`config.mk`:
```
export PLATFORM = sky130hd
export DESIGN_NAME = fullconnect_write_master
export DESIGN_NICKNAME = d
export VERILOG_FILES = /design/src/rtl/fullconnect_pkg.sv /design/src/rtl/fullconnect_write_master.sv
export SDC_FILE = /design/constraint.sdc
export NUM_CORES = 1
export LEC_CHECK = 0
export BUFFER_PORTS_ARGS = -buffer_cell sky130_fd_sc_hd__buf_2
export CORE_AREA = 2 2 454 456
export DETAILED_ROUTE_END_ITERATION = 8
export DIE_AREA = 0 0 456 458
export PLACE_DENSITY = 0.37
export SLEW_MARGIN = 20
export SYNTH_ARGS = -nofsm -noshare
export SYNTH_HDL_FRONTEND = slang
export SYNTH_SLANG_ARGS = --single-unit
```
`constraint.sdc`:
```
create_clock -name clk -period 4.7 [get_ports clk]
set_clock_uncertainty 0.1 [all_clocks]
set_input_delay 1.41 -clock clk [delete_from_list [all_inputs] [get_ports clk]]
set_output_delay 1.41 -clock clk [all_outputs]
set_load 0.03 [all_outputs]
```
`src/rtl/fullconnect_pkg.sv`:
```
// Shared definitions for the fully-connected layer Avalon-MM write master.
package fullconnect_pkg;

  typedef enum logic [1:0] {
    IDLE     = 2'd0,
    WAIT_REQ = 2'd1,
    WRITE    = 2'd2,
    DONE     = 2'd3
  } state_t;

  localparam int unsigned DEFAULT_DATA_WIDTH = 512;
  localparam int unsigned BYTES_PER_BEAT     = DEFAULT_DATA_WIDTH / 8;

  function automatic int unsigned bytes_per_beat(input int unsigned width);
    return width / 8;
  endfunction

endpackage

```
`src/rtl/fullconnect_write_master.sv`:
```
// Avalon-MM write master: drains a write buffer into consecutive beat-aligned
// addresses, one handshake per beat, with a one-cycle Done_o pulse per job.
module fullconnect_write_master
  import fullconnect_pkg::*;
#(
  parameter int unsigned AvalonData_WIDTH = DEFAULT_DATA_WIDTH,
  parameter int unsigned ADDR_WIDTH       = 32
) (
  input  logic                          clk,
  input  logic                          rstn,
  input  logic                          Start_i,
  input  logic [ADDR_WIDTH-1:0]         BaseAddr_i,
  input  logic [15:0]                   Count_i,
  output logic                          Busy_o,
  output logic                          Done_o,
  input  logic                          WriteReq_i,
  input  logic [AvalonData_WIDTH-1:0]   WriteData_i,
  output logic                          WriteAck_o,
  output logic [ADDR_WIDTH-1:0]         avm_address,
  output logic                          avm_write,
  output logic [AvalonData_WIDTH-1:0]   avm_writedata,
  output logic [AvalonData_WIDTH/8-1:0] avm_byteenable,
  input  logic                          avm_waitrequest
);

  localparam logic [ADDR_WIDTH-1:0] ADDR_STEP =
    ADDR_WIDTH'(bytes_per_beat(AvalonData_WIDTH));

  state_t                        state;
  logic [ADDR_WIDTH-1:0]         addr;
  logic [15:0]                   remaining;
  logic [AvalonData_WIDTH-1:0]   data;
  logic                          write_q;
  logic                          busy_q;
  logic                          done_q;

  // Status outputs are registered alongside the state so they change on the
  // same edge as the state they describe.
  always_ff @(posedge clk or negedge rstn) begin
    if (!rstn) begin
      state     <= IDLE;
      addr      <= '0;
      remaining <= '0;
      data      <= '0;
      write_q   <= 1'b0;
      busy_q    <= 1'b0;
      done_q    <= 1'b0;
    end else begin
      case (state)
        IDLE: begin
          done_q <= 1'b0;
          if (Start_i) begin
            addr      <= BaseAddr_i;
            remaining <= Count_i;
            busy_q    <= 1'b1;
            if (Count_i == 16'd0) begin
              state  <= DONE;
              done_q <= 1'b1;
            end else begin
              state  <= WAIT_REQ;
            end
          end
        end
        WAIT_REQ: begin
          if (WriteReq_i) begin
            data    <= WriteData_i;
            write_q <= 1'b1;
            state   <= WRITE;
          end
        end
        WRITE: begin
          if (!avm_waitrequest) begin
            addr      <= addr + ADDR_STEP;
            remaining <= remaining - 16'd1;
            write_q   <= 1'b0;
            if (remaining == 16'd1) begin
              state  <= DONE;
              done_q <= 1'b1;
            end else begin
              state  <= WAIT_REQ;
            end
          end
        end
        DONE: begin
          done_q <= 1'b0;
          busy_q <= 1'b0;
          state  <= IDLE;
        end
        default: begin
          state   <= IDLE;
          write_q <= 1'b0;
          busy_q  <= 1'b0;
          done_q  <= 1'b0;
        end
      endcase
    end
  end

  always_comb begin
    WriteAck_o = (state == WAIT_REQ) && WriteReq_i;
  end

  assign Busy_o         = busy_q;
  assign Done_o         = done_q;
  assign avm_write      = write_q;
  assign avm_address    = addr;
  assign avm_writedata  = data;
  assign avm_byteenable = '1;

endmodule

```
# Word-level counts from Yosys, hierarchy flattened

Cells that the tools add are included.

Register bits after elaboration: 565
Bits of input ports: 565
Output and inout bits: 612
Word-level logic and storage cells: 52

$add $sub $neg: 2
Eq/ne operators: 8
Multiplexer cells: 22
Reduce and logical (&&, ||, !) cells: 13

Operator list:

| kind                                                                    | number |
|---|---|
| 32-bit 2-to-1 mux                                                       | 2 |
| 32-bit one-hot mux with 2 select lines                                  | 1 |
| 32-bit by 7-bit adder with 32-bit output (second input constant)        | 1 |
| 16-bit 2-to-1 mux                                                       | 2 |
| 16-bit one-hot mux with 2 select lines                                  | 1 |
| 16-bit by 1-bit equality test with 1-bit output (second input constant) | 1 |
| 16-bit logical NOT                                                      | 1 |
| 16-bit by 1-bit subtractor with 16-bit output (second input constant)   | 1 |
| 3-bit AND reduction                                                     | 4 |
| 2-bit 2-to-1 mux                                                        | 5 |
| 2-bit != test (second input constant)                                   | 4 |
| 2-bit one-hot mux with 4 select lines                                   | 1 |
| 1-bit 2-to-1 mux                                                        | 7 |
| 2-bit nonzero test                                                      | 3 |
| 2-bit equality test (second input constant)                             | 2 |
| 1-bit one-hot mux with 2 select lines                                   | 2 |
| 2-bit AND reduction                                                     | 2 |
| 1-bit one-hot mux with 3 select lines                                   | 1 |
| 3-bit nonzero test                                                      | 1 |
| 2-bit by 1-bit equality test with 1-bit output (second input constant)  | 1 |
| 2-bit logical NOT                                                       | 1 |
| 1-bit logical AND                                                       | 1 |

# Depth between registers and ports, before layout

Word-level depth: 4
Gate-level depth with buffers: 9
Mapped depth without buffers: 7

# Worst setup path after synthesis

OpenSTA, ideal clock, no wires.

Path type: in2out
Start point: in WriteReq_i
End point: out WriteAck_o
Arrival time: 2.440 ns
Required time: 3.190 ns
Setup slack: 0.750 ns
Stages on the path: 5
Path buffers: 2
Cells stage by stage: nand2_1 or2_2 buf_2 inv_2 clkbuf_1

Longest elaborated chain between the ends: 1

Ends and longest elaborated chain:

| what               | line                            | RTL |
|---|---|---|
| start: declaration | fullconnect_write_master.sv:16  | `input logic WriteReq_i,` |
| 1-bit logical AND  | fullconnect_write_master.sv:100 | `WriteAck_o = (state == WAIT_REQ) && WriteReq_i;` |
| end: declaration   | fullconnect_write_master.sv:18  | `output logic WriteAck_o,` |

Every way passes these cells.

# Worst setup path after layout

Same ends and word-level chain as after synthesis.

==> out/results.ini <==
[floorplan]
fp.dieH_um=458
rows=166
fp.dieArea_um2=208800
initial_utilization_pct=11.14
core_um2=203800
die_w_um=456
num_io_pins=1177

[setup_path]
worstPathArrival_ps=2210
end_kind=primary output
critPathKind=primary input to primary output
required_ps=3190
r2r-end=avm_writedata[296]$_DFFE_PN0P_
slowest_stage=or2_4
r2r_setup_slack_ps=1870
slowest_delay_ps=280
crit_end=WriteAck_o
cpMostUsedCell=buf_2
path_cells=buf_2 -> nand2_1 -> or2_4 -> inv_8 -> buf_2
worstSetupStartpoint=WriteReq_i
reg2reg_depth=5
cp_max_fo=16
startpoint_type=primary input
r2r_start=state[1]$_DFFE_PN0P_

[power]
ir_worst_vdd_v=0.0003645
powerDensity_nw_per_um2=806.2
leakage_nw=18.33
p_total_w=0.02728

[global_routing]
grt_pass1_vias=21300
grt_max_degree=162
grt-ovfl-total=0
antenna_found_initial=82
grt_pass1_wl_um=185500
grt_util_all_layers_pct=12.82

[timing]
setup_viol=0
hold_violations=0
layout_min_cycle_time_ps=3718
worst_slack_ps=981.6
rsz0062_at_grt=no
timing.final.crit_share_pct=79.12
hold_ws_ps=365.4
max_freq_ghz=0.2689
worstMarginPinSlew_ps=1090
maxSlewViolCount=0
maxSlewHeadroom_pct=27.09
timing.setup.tns_ps=0

[logic_synthesis]
synth_ff_type=dfrtp_1
synth-seq-cells=565
synth_area_per_cell_um2=8.673
async_flop_share_pct=100.0
ys_warn_count=0
yosys.cell_types.count=51
synthCells=2617
syn_area_um2=22700
synth_seq_area_share_pct=62.29
synth-edff-count=0

[job]
max_cap_violations=0

[finish]
layout_commonest_cell=nand2_1
drive_gt1_share_pct=33.89
num-nets-final=4272
nFillCells=23280
layout_common_cells=nand2_1 (1580), buf_2 (1111), dfrtp_1 (565)
fin_cells=6470
areaGrowthSynthToFinish_pct=49.06

[clock_tree]
clock_sinks=565
clk_pin_slew_ps=50
cts_root_buf=clkbuf_16
cts.path.max_buffers=3
cts_resized=0
cts-buffers-inserted=77
cts_tree=built
post_cts.repair.setup_buffers=0
clk_latency_ps=670
cts_max_level=3
cts_hold_buf=0

[hold_path]
hold_class=flop to flop

[placement]
io_buffers=1112
dp_hpwl_um=111100
gp_congestion=0.8782
dp.cells=6313
pre_cts_slack_ps=962.5

[route]
ant_nets=0
vias=21800
route.detailed.drc=0
first_iter_violations=1542
routedWlPerCell_um=21.46
routed_wl_um=138900
first_pass_iters=5
routed_via_density=3.369

[outcome]
run_status=finished clean

[final cells by class]
cell class,count,area (um2),share of cell area [%]
antenna,17,42.54,0.1257
clock buffer,115,2241,6.623
clock inverter,25,312.8,0.9245
inverter,12,52.55,0.1553
multi-input combinational,1898,7685,22.71
sequential,565,14140,41.79
tap,2688,3363,9.940
timing repair buffer,1150,5998,17.73
[per-layer routing]
layer	global-route usage (%)	vias to the layer above	routed length, um
li1	-	10210	-
met1	15.41	10470	56610
met2	20.77	843	65050
met3	5.013	255	12600
met4	4.374	16	4506
met5	0	-	96
[registers in the layout (all words and copies together), names as in the netlist]
| signal | count |
|---|---|
| avm_writedata | 512 |
| avm_address | 32 |
| remaining | 16 |
| state | 2 |
| Busy_o | 1 |
| Done_o | 1 |
| avm_write | 1 |
[worst min path at each step]
stage	start	end	slack (ps)	depth (start not counted)
after global placement	avm_writedata[506]$_DFFE_PN0P_	avm_writedata[506]$_DFFE_PN0P_	350	2
after detailed placement	avm_writedata[53]$_DFFE_PN0P_	avm_writedata[53]$_DFFE_PN0P_	360	2
after floorplan	remaining[6]$_DFFE_PN0P_	remaining[6]$_DFFE_PN0P_	370	1
after CTS	avm_writedata[192]$_DFFE_PN0P_	avm_writedata[192]$_DFFE_PN0P_	370	2
final	avm_writedata[401]$_DFFE_PN0P_	avm_writedata[401]$_DFFE_PN0P_	370	2
after global routing	avm_writedata[346]$_DFFE_PN0P_	avm_writedata[346]$_DFFE_PN0P_	380	2
[kinds of logic (layout without fill, tap and decap cells)]
group                    Yosys count  after routing  synth area share (%)
other                              1             81               0.01652
AND/OR/NAND/NOR                 1697           1697                 29.00
flip-flops                       565            565                 62.29
AO/OA/AOI/OAI                    133            133                 3.517
adder cells (fa/ha/maj)            3              3                0.1654
multiplexers                       1              1               0.04410
buffers and inverters            217           1302                 4.967
[cells in the mapped netlist (2+ instances only)]
master     instances  area, um2
nor2b_1            2      12.51
nor3_1            18      90.09
a31oi_1            6      37.54
a22oi_1            3      22.52
or3_1              4      25.02
o41ai_1            2      17.52
o21a_1             2      15.01
or4_1              3      22.52
nand2b_1           3      18.77
nand3b_1           2      15.01
nand4_1            8      50.05
nand2_1         1580       5931
dfrtp_1          565      14140
clkbuf_1          85      319.1
nand3_1           19      95.09
o21ai_0           37      185.2
o22a_1             6      52.55
and3_1             7      43.79
a311oi_1           4      35.03
buf_2             55      275.3
nor4_2             2      25.02
ha_1               3      37.54
buf_4             65      488.0
inv_1             11      41.29
nor4_1            10      62.56
a21oi_1           47      235.2
a2bb2oi_1          4      35.03
o22ai_1            9      56.30
and4_1             3      26.28
o21ai_1            2      10.01
nor3b_1            2      15.01
nor2_1            29      108.9
[power by group]
part / leakage (nW) / switching, W / internal, W
Combinational: 10.1 / 0.00950 / 0.00306
Sequential: 7.02 / 0.00149 / 0.00714
Clock: 1.25 / 0.00255 / 0.00354
Total: 18.3 / 0.0135 / 0.0137
[worst max-delay path: cells and delay by family]
kind                   cells  cell delay (ps)
and+or+nand+nor            2              330
buffers and inverters      3              460
[per-stage QoR]
step	cell area (um2)	utilization, %
finish	33830	16.61
global route	33820	16.60
CTS	33790	16.58
detailed placement	31240	15.33
global placement	31240	15.33
floorplan	22930	-
(Power assumes the default switching activity.)
